[src/rtl/mac_pkg.sv]
// Shared types and helpers for the pipelined multiply-accumulate engine.
package mac_pkg;

  // Widest channel index the engine supports (16 channels).
  localparam int unsigned CH_W_MAX  = 4;
  // Widest accumulator the range helpers can describe.
  localparam int unsigned ACC_W_MAX = 128;

  typedef logic [ACC_W_MAX-1:0] acc_wide_t;

  // Control record that travels alongside each product through the pipeline.
  typedef struct packed {
    logic                valid;
    logic [CH_W_MAX-1:0] ch;
    logic                acc_mode;
  } stage_t;

  // Width of the channel index port; never narrower than one bit.
  function automatic int unsigned ch_width(input int unsigned channels);
    return (channels > 1) ? $clog2(channels) : 1;
  endfunction

  // Largest value representable in an accumulator of the given width.
  function automatic acc_wide_t acc_max(input int unsigned width, input bit is_signed);
    acc_wide_t v;
    v = '0;
    for (int unsigned i = 0; i < width; i++) begin
      v[i] = 1'b1;
    end
    if (is_signed) begin
      v[width-1] = 1'b0;
    end
    return v;
  endfunction

  // Smallest value representable in an accumulator of the given width.
  function automatic acc_wide_t acc_min(input int unsigned width, input bit is_signed);
    acc_wide_t v;
    v = '0;
    if (is_signed) begin
      v[width-1] = 1'b1;
    end
    return v;
  endfunction

endpackage

[src/rtl/mac_mult_pipe.sv]
// Operand extension, multiply and a PIPE_STAGES-deep valid/data shift.
// The first stage registers the raw operands; the product is formed from
// those registers and then delayed by the remaining PIPE_STAGES-1 stages.
module mac_mult_pipe
  import mac_pkg::*;
#(
  parameter int unsigned ASIZE       = 16,
  parameter int unsigned BSIZE       = 16,
  parameter bit          A_SIGNED    = 1'b1,
  parameter bit          B_SIGNED    = 1'b1,
  parameter int unsigned PIPE_STAGES = 3,
  parameter int unsigned CH_W        = 1
) (
  input  logic                   clk,
  input  logic                   rst_n,
  input  logic                   ce,
  input  logic                   in_valid,
  input  logic [CH_W-1:0]        in_ch,
  input  logic                   in_acc,
  input  logic [ASIZE-1:0]       a,
  input  logic [BSIZE-1:0]       b,
  output stage_t                 p_meta,
  output logic [ASIZE+BSIZE-1:0] p
);

  localparam int unsigned PW = ASIZE + BSIZE;

  logic [ASIZE-1:0]     a_q;
  logic [BSIZE-1:0]     b_q;
  stage_t               s1_q;
  logic signed [ASIZE:0] a_ext;
  logic signed [BSIZE:0] b_ext;
  logic [PW-1:0]        prod;

  // Stage 1: capture operands and their control record.
  always_ff @(posedge clk or negedge rst_n) begin
    if (!rst_n) begin
      a_q  <= '0;
      b_q  <= '0;
      s1_q <= '0;
    end else if (ce) begin
      a_q  <= a;
      b_q  <= b;
      s1_q <= '{valid: in_valid, ch: CH_W_MAX'(in_ch), acc_mode: in_acc};
    end
  end

  // One extra bit per operand lets a single signed multiply cover every
  // signed/unsigned combination; the low PW bits are the exact product.
  always_comb begin
    a_ext = {(A_SIGNED ? a_q[ASIZE-1] : 1'b0), a_q};
    b_ext = {(B_SIGNED ? b_q[BSIZE-1] : 1'b0), b_q};
    prod  = PW'((PW + 2)'(a_ext) * (PW + 2)'(b_ext));
  end

  generate
    if (PIPE_STAGES == 1) begin : g_direct
      assign p      = prod;
      assign p_meta = s1_q;
    end else begin : g_shift
      logic [PW-1:0] prod_q [PIPE_STAGES-1];
      stage_t        meta_q [PIPE_STAGES-1];

      // Remaining stages: product and control shift together, bubbles included.
      always_ff @(posedge clk or negedge rst_n) begin
        if (!rst_n) begin
          for (int unsigned i = 0; i < PIPE_STAGES - 1; i++) begin
            prod_q[i] <= '0;
            meta_q[i] <= '0;
          end
        end else if (ce) begin
          prod_q[0] <= prod;
          meta_q[0] <= s1_q;
          for (int unsigned i = 1; i < PIPE_STAGES - 1; i++) begin
            prod_q[i] <= prod_q[i-1];
            meta_q[i] <= meta_q[i-1];
          end
        end
      end

      assign p      = prod_q[PIPE_STAGES-2];
      assign p_meta = meta_q[PIPE_STAGES-2];
    end
  endgenerate

endmodule

[src/rtl/mac_pipe.sv]
// Pipelined multiply-accumulate engine: product pipeline feeding a bank of
// per-channel accumulators with optional saturation and sticky overflow.
module mac_pipe
  import mac_pkg::*;
#(
  parameter int unsigned ASIZE       = 16,
  parameter int unsigned BSIZE       = 16,
  parameter bit          A_SIGNED    = 1'b1,
  parameter bit          B_SIGNED    = 1'b1,
  parameter int unsigned PIPE_STAGES = 3,
  parameter int unsigned ACC_SIZE    = 40,
  parameter int unsigned CHANNELS    = 2,
  parameter bit          SAT_EN      = 1'b1
) (
  input  logic                              clk,
  input  logic                              rst_n,
  input  logic                              ce,
  input  logic                              in_valid,
  input  logic [ch_width(CHANNELS)-1:0]     in_ch,
  input  logic                              in_acc,
  input  logic [ASIZE-1:0]                  a,
  input  logic [BSIZE-1:0]                  b,
  output logic                              p_valid,
  output logic [ch_width(CHANNELS)-1:0]     p_ch,
  output logic [ASIZE+BSIZE-1:0]            p,
  output logic                              acc_valid,
  output logic [ch_width(CHANNELS)-1:0]     acc_ch,
  output logic [ACC_SIZE-1:0]               acc,
  output logic                              acc_ovf
);

  localparam int unsigned          CH_W        = ch_width(CHANNELS);
  localparam int unsigned          PW          = ASIZE + BSIZE;
  localparam bit                   SIGNED_MODE = A_SIGNED || B_SIGNED;
  localparam logic [ACC_SIZE-1:0]  ACC_MAX     = ACC_SIZE'(acc_max(ACC_SIZE, SIGNED_MODE));
  localparam logic [ACC_SIZE-1:0]  ACC_MIN     = ACC_SIZE'(acc_min(ACC_SIZE, SIGNED_MODE));

  stage_t              p_meta;
  logic [ACC_SIZE-1:0] acc_q [CHANNELS];
  logic [CHANNELS-1:0] ovf_q;

  logic [CH_W-1:0]     ch_idx;
  logic                ch_ok;
  logic [ACC_SIZE-1:0] cur;
  logic [ACC_SIZE:0]   p_ext;
  logic [ACC_SIZE:0]   cur_ext;
  logic [ACC_SIZE:0]   sum;
  logic                sum_ovf;
  logic [ACC_SIZE-1:0] acc_d;
  logic                ovf_d;

  mac_mult_pipe #(
    .ASIZE       (ASIZE),
    .BSIZE       (BSIZE),
    .A_SIGNED    (A_SIGNED),
    .B_SIGNED    (B_SIGNED),
    .PIPE_STAGES (PIPE_STAGES),
    .CH_W        (CH_W)
  ) u_mult (
    .clk      (clk),
    .rst_n    (rst_n),
    .ce       (ce),
    .in_valid (in_valid),
    .in_ch    (in_ch),
    .in_acc   (in_acc),
    .a        (a),
    .b        (b),
    .p_meta   (p_meta),
    .p        (p)
  );

  assign p_valid = p_meta.valid;
  assign p_ch    = ch_idx;

  // Next accumulator value: one extra bit exposes overflow, then clamp or wrap.
  always_comb begin
    ch_idx  = p_meta.ch[CH_W-1:0];
    ch_ok   = p_meta.valid && (32'(p_meta.ch) < CHANNELS);
    cur     = acc_q[ch_idx];
    p_ext   = {{(ACC_SIZE + 1 - PW){(SIGNED_MODE ? p[PW-1] : 1'b0)}}, p};
    cur_ext = {(SIGNED_MODE ? cur[ACC_SIZE-1] : 1'b0), cur};
    sum     = p_meta.acc_mode ? (cur_ext + p_ext) : p_ext;
    sum_ovf = SIGNED_MODE ? (sum[ACC_SIZE] != sum[ACC_SIZE-1]) : sum[ACC_SIZE];
    if (sum_ovf && SAT_EN) begin
      acc_d = (SIGNED_MODE && sum[ACC_SIZE]) ? ACC_MIN : ACC_MAX;
    end else begin
      acc_d = sum[ACC_SIZE-1:0];
    end
    ovf_d = p_meta.acc_mode ? (ovf_q[ch_idx] | sum_ovf) : 1'b0;
  end

  // Accumulator bank: only valid beats on an existing channel write.
  always_ff @(posedge clk or negedge rst_n) begin
    if (!rst_n) begin
      for (int unsigned i = 0; i < CHANNELS; i++) begin
        acc_q[i] <= '0;
      end
      ovf_q <= '0;
    end else if (ce && ch_ok) begin
      acc_q[ch_idx] <= acc_d;
      ovf_q[ch_idx] <= ovf_d;
    end
  end

  // Output register: mirrors the value just written into the bank.
  always_ff @(posedge clk or negedge rst_n) begin
    if (!rst_n) begin
      acc_valid <= 1'b0;
      acc_ch    <= '0;
      acc       <= '0;
      acc_ovf   <= 1'b0;
    end else if (ce) begin
      acc_valid <= ch_ok;
      if (ch_ok) begin
        acc_ch  <= ch_idx;
        acc     <= acc_d;
        acc_ovf <= ovf_d;
      end
    end
  end

endmodule
[config.mk]
export PLATFORM = sky130hd
export DESIGN_NAME = mac_pipe
export DESIGN_NICKNAME = d
export VERILOG_FILES = /design/src/rtl/mac_pkg.sv /design/src/rtl/mac_mult_pipe.sv /design/src/rtl/mac_pipe.sv
export SDC_FILE = /design/constraint.sdc
export NUM_CORES = 1
export LEC_CHECK = 0
export ABC_AREA = 1
export BUFFER_PORTS_ARGS = -buffer_cell sky130_fd_sc_hd__buf_2
export CAP_MARGIN = 20
export CELL_PAD_IN_SITES_DETAIL_PLACEMENT = 1
export CELL_PAD_IN_SITES_GLOBAL_PLACEMENT = 1
export CORE_MARGIN = 2
export CORE_UTILIZATION = 42
export CTS_CLUSTER_DIAMETER = 100
export DETAILED_ROUTE_END_ITERATION = 16
export GPL_TIMING_DRIVEN = 1
export PLACE_DENSITY_LB_ADDON = 0.05
export REMOVE_ABC_BUFFERS = 1
export SLEW_MARGIN = 10
export SYNTH_ARGS = -nofsm -noshare
export SYNTH_HDL_FRONTEND = slang
export SYNTH_HIERARCHICAL = 1
export SYNTH_SLANG_ARGS = --single-unit
[constraint.sdc]
create_clock -name clk -period 5.6 [get_ports clk]
set_input_delay 0.28 -clock clk [delete_from_list [all_inputs] [get_ports clk]]
set_output_delay 0.28 -clock clk [all_outputs]
set_load 0.01 [all_outputs]
# After elaboration in Yosys (flattened, before gate mapping)
# Cells that the tools add are included.
# op_classes
addsub	1
n_mul	1
order_cmp	5
n_eq_ne	1
mux	15
n_bitwise	2
n_reduce_logical	5
# op_table
op	n
$mux W40	6
$bwmux W80	1
$add A40 B32 Y41	1
$mux W41	1
$demux W40 S1	1
$mul A16 B16 Y32	1
$logic_and A1 B1 Y1	4
$lt A1 B2 Y1 const B	2
$mux W1	4
$bwmux W2	1
$ge A2 B2 Y1 const B	1
$lt A2 B1 Y1 const B	1
$not A1 Y2	1
$reduce_and A2 Y1	1
$demux W1 S1	1
$ge A1 B1 Y1 const B	1
$ne A1 B1 Y1	1
$or A1 B1 Y1	1
# totals
reg_bits	230
output_inout_bits	77
wordCells	50

# Longest topological paths before layout
# depth
ltp_word	10
mapped_depth	29
ltp_nobuf	27

# Cells and area by module
# Netlist, hierarchy kept.
# modules_own_cells
module	n_inst	cells_per_inst	area_each_um2	seq_area_each_um2
mac_mult_pipe	1	1984	15198.3	2627.5
mac_pipe	1	1534	9237.6	3128.0

# Worst setup path before layout
# Ideal clock, no wire load.
# synth_path
kind	register -> register
from	reg u_mult.a_q[15]
to	reg u_mult/g_shift.prod_q[62] (netlist name)
setup_ns	0.117
t_arrival_ns	5.462
path_slack_ns	0.021
stages_incl_launch_ff	23
path_buffers	2
cell_sequence	dfrtp_1 -> clkbuf_1 -> clkbuf_1 -> nand2_1 -> fa_1 -> inv_1 -> fa_1 -> fa_1 -> fa_1 -> inv_1 -> fa_1 -> fa_1 -> inv_1 -> ha_1 -> nand2_1 -> nor2_1 -> nand2_1 -> nor3_1 -> nand2_1 -> nand2_1 -> nand2_1 -> nand3_1 -> nand2_1
# synth_between
elab_chain_len	1
# synth_lines
element	line	rtl
from (decl)	mac_mult_pipe.sv:28	logic [ASIZE-1:0] a_q;
from (signal assigned)	mac_mult_pipe.sv:38	a_q <= '0;
from (signal assigned)	mac_mult_pipe.sv:42	a_q <= a;
$mul A16 B16 Y32	mac_mult_pipe.sv:53	prod = PW'((PW + 2)'(a_ext) * (PW + 2)'(b_ext));
to (signal, indexed assignment)	mac_mult_pipe.sv:75	prod_q[i] <= prod_q[i-1];
to (decl)	mac_mult_pipe.sv:61	logic [PW-1:0] prod_q [PIPE_STAGES-1];
# No other way between the ends.
# A chain may end at the register's enable or synchronous reset.

# Worst setup path after layout
# layout_path
from	reg u_mult.a_q[15]
to	reg u_mult/g_shift.prod_q[58] (netlist name)
# Same word-level chain as after synthesis.

==> metrics.cfg <==
[status]
status = complete, no violations

[timing]
min_period_ns = 5.45
worstMarginPinSlew_ns = 0.994
setup_viol = 0
min_period_over_period = 0.973
max_freq_mhz = 183
hold_ws_ns = 0.0815
slew_violations = 0
rsz0062_at_grt = true
max-slew-margin-rel = 0.336
fin_worst_skew_ns = 0.0118
hold_viol = 0

[clock_tree]
root_buffer = clkbuf_16
path_clk_slew_ns = 0.06
ctsHtreeMaxLevel = 1
clock_latency_ns = 0.62
cts_buffers = 30
cts_tree = built
cts_sinks = 230
clockBufferDepth = 3

[placed_design]
gp_congestion = 0.974
port_buffers = 114
hpwl_um = 64500

[setup_path]
arrival_ns = 5.95
cp_slowest_cell = fa_1
crit_chain = nand2_2 -> inv_1 -> fa_2 -> buf_4 -> fa_1 -> buf_6 -> fa_1 -> fa_1 -> fa_1 -> inv_1 -> fa_1 -> inv_1 -> ha_2 -> nand2_2 -> buf_4 -> nor3_4 -> nand3_2 -> nand3_1 -> nand2_1 -> nand3_1 -> nand2_1
required_ns = 6.10
path_common_cell = fa_1
criticalPathCategory = flip-flop to flip-flop
critPathCaptureType = flip-flop
start_kind = flip-flop
critical_path.max_stage_delay_ns = 0.56
crit_fanout = 8

[floorplanning]
start_util = 0.424
core_um2 = 57600
fp-row-count = 88
die_h_um = 245
die_area_um2 = 60100
dieWidth_um = 245
ios = 115

[cells_and_area]
layout-drive-gt1-share = 0.140
layout_commonest_cell = nand2_1
nets = 4114
num_antenna_cells = 0
fill_cells = 7453
mostFrequentLayoutCells = nand2_1, inv_1, fa_1
syn_to_final_growth_pct = 16.8

[detailed_routing]
vias_per_cell = 4.91
dr_wl_met3_um = 1850
m1WireLength_um = 32900
wl_met2_um = 43000
drc = 0
vias = 22000
highest_layer = met4
routed_wl_um = 80800
drtPass1Iterations = 5
wl_per_cell_um = 18.1
drtIter0Drc = 871
antenna_left = 0

[global_routing]
grt_pass1_wl_um = 131000
grt_util_all_layers = 0.276
antenna_found_initial = 0
grt_max_degree = 77
grt_remaining_overflow = 0
grt_pass1_vias = 24600

[synthesis]
syn_area_per_cell_um2 = 6.95
synth_edf_count = 0
ys_seq_area_frac = 0.236
synth.area.top_cells = nand2_1, dfrtp_1, fa_1
ys_types = 42
async_flop_share = 1.00
synth_ff_type = dfrtp_1
syn-cell-area_um2 = 24400
syn_inst = 3518
yosysTopAreaCellShare = 0.248
yosysWarningCount = 6
yosysTopAreaCell = nand2_1
ys_seq_elements = 230

[flow_run]
cap_violations = 0

[worst_hold_path]
holdCritPathClass = primary input to flip-flop

[worst paths after layout]
check                      cells past startpoint                        end            from  slack, ns
setup / recovery                              21  u_mult/g_shift.prod_q[58]  u_mult/a_q[15]       0.15
hold / removal                                 4                  acc_valid              ce       0.08
max in group asynchronous                      3           u_mult/p_meta[1]           rst_n       3.90
min in group asynchronous                      2                   acc_q[6]           rst_n       0.22
setup reg to reg                              21  u_mult/g_shift.prod_q[58]  u_mult/a_q[15]       0.15
hold reg to reg                                2                     acc[4]          acc[4]       0.47
[critical path, delay by kind of cell (launching register included)]
family / cells / cell delay [ns]
adder cells (fa/ha/maj): 7 / 3.42
buffers and inverters: 6 / 0.65
AND/OR/NAND/NOR: 8 / 0.80
flip-flops: 1 / 0.46
[per-layer routing]
layer / GRT usage / vias to the layer above
met2: 0.530 / 288
met5: 0 / -
met4: 0.0891 / 0
met3: 0.0242 / 145
met1: 0.319 / 11000
li1: - / 10600
[state kept, by name (all words and copies together), names as in the netlist]
register               flops
acc_ovf                    1
acc                       40
u_mult/g_shift.meta_q      3
acc_q                     80
ovf_q                      2
u_mult/a_q                16
acc_ch                     1
u_mult/s1_q                3
u_mult/g_shift.prod_q     32
u_mult/p                  32
u_mult/b_q                16
u_mult/p_meta              3
acc_valid                  1
[cell families after synthesis]
| logic type | Yosys count | synth area share |
|---|---|---|
| compound gates | 114 | 0.0256 |
| xor+xnor | 22 | 0.00789 |
| fa+ha+maj | 385 | 0.278 |
| buf+inv | 836 | 0.136 |
| flops | 230 | 0.236 |
| other cells | 1 | 0.000153 |
| simple gates | 1930 | 0.317 |
[cells in the mapped netlist (all sizes together), types with 4 or more instances]
| master | number |
|---|---|
| clkbuf | 115 |
| nand3 | 109 |
| dfrtp | 230 |
| nand4 | 19 |
| fa | 263 |
| xnor2 | 20 |
| or2 | 8 |
| ha | 122 |
| nor3 | 13 |
| nand2 | 1631 |
| o21bai | 9 |
| inv | 662 |
| a21oi | 55 |
| nand3b | 14 |
| nor2 | 131 |
| and2 | 4 |
| o21ai | 44 |
| buf | 58 |
[timing repair]
action	in CTS	in global routing
pin swaps	7	70
endpoints found under the hold margin	108	0
endpoints found under the setup margin	13	20
buffers inserted	4	23
hold buffers	36	0
resized for setup	35	118
[per-stage QoR]
stage          worst slack [ns]  utilization  TNS [ns]  instance area (um2)  instances
2_1_floorplan             0.219            -         0                23600       3347
3_3_place_gp             -0.144        0.458    -0.765                26400       4361
3_5_place_dp             -0.287        0.458     -1.99                26400       4361
4_1_cts                0.000426        0.485         0                28000       4454
5_1_grt                 -0.0844        0.496    -0.307                28600       4477
6_report                  0.149        0.496         0                28600       4477
[area by class of cell]
| type | count | area [um2] | share of cell area |
|---|---|---|---|
| inverters | 663 | 2500 | 0.0874 |
| clock inverters | 12 | 166 | 0.00583 |
| clock buffers | 41 | 872 | 0.0305 |
| multi-input cells | 2454 | 15900 | 0.557 |
| repair buffers | 312 | 2380 | 0.0833 |
| well taps | 765 | 957 | 0.0335 |
| flip-flops and latches | 230 | 5780 | 0.202 |
Power is left out: the tool's default activity adds up to more than one toggle a clock period on the data nets, which glitch-free logic cannot reach.
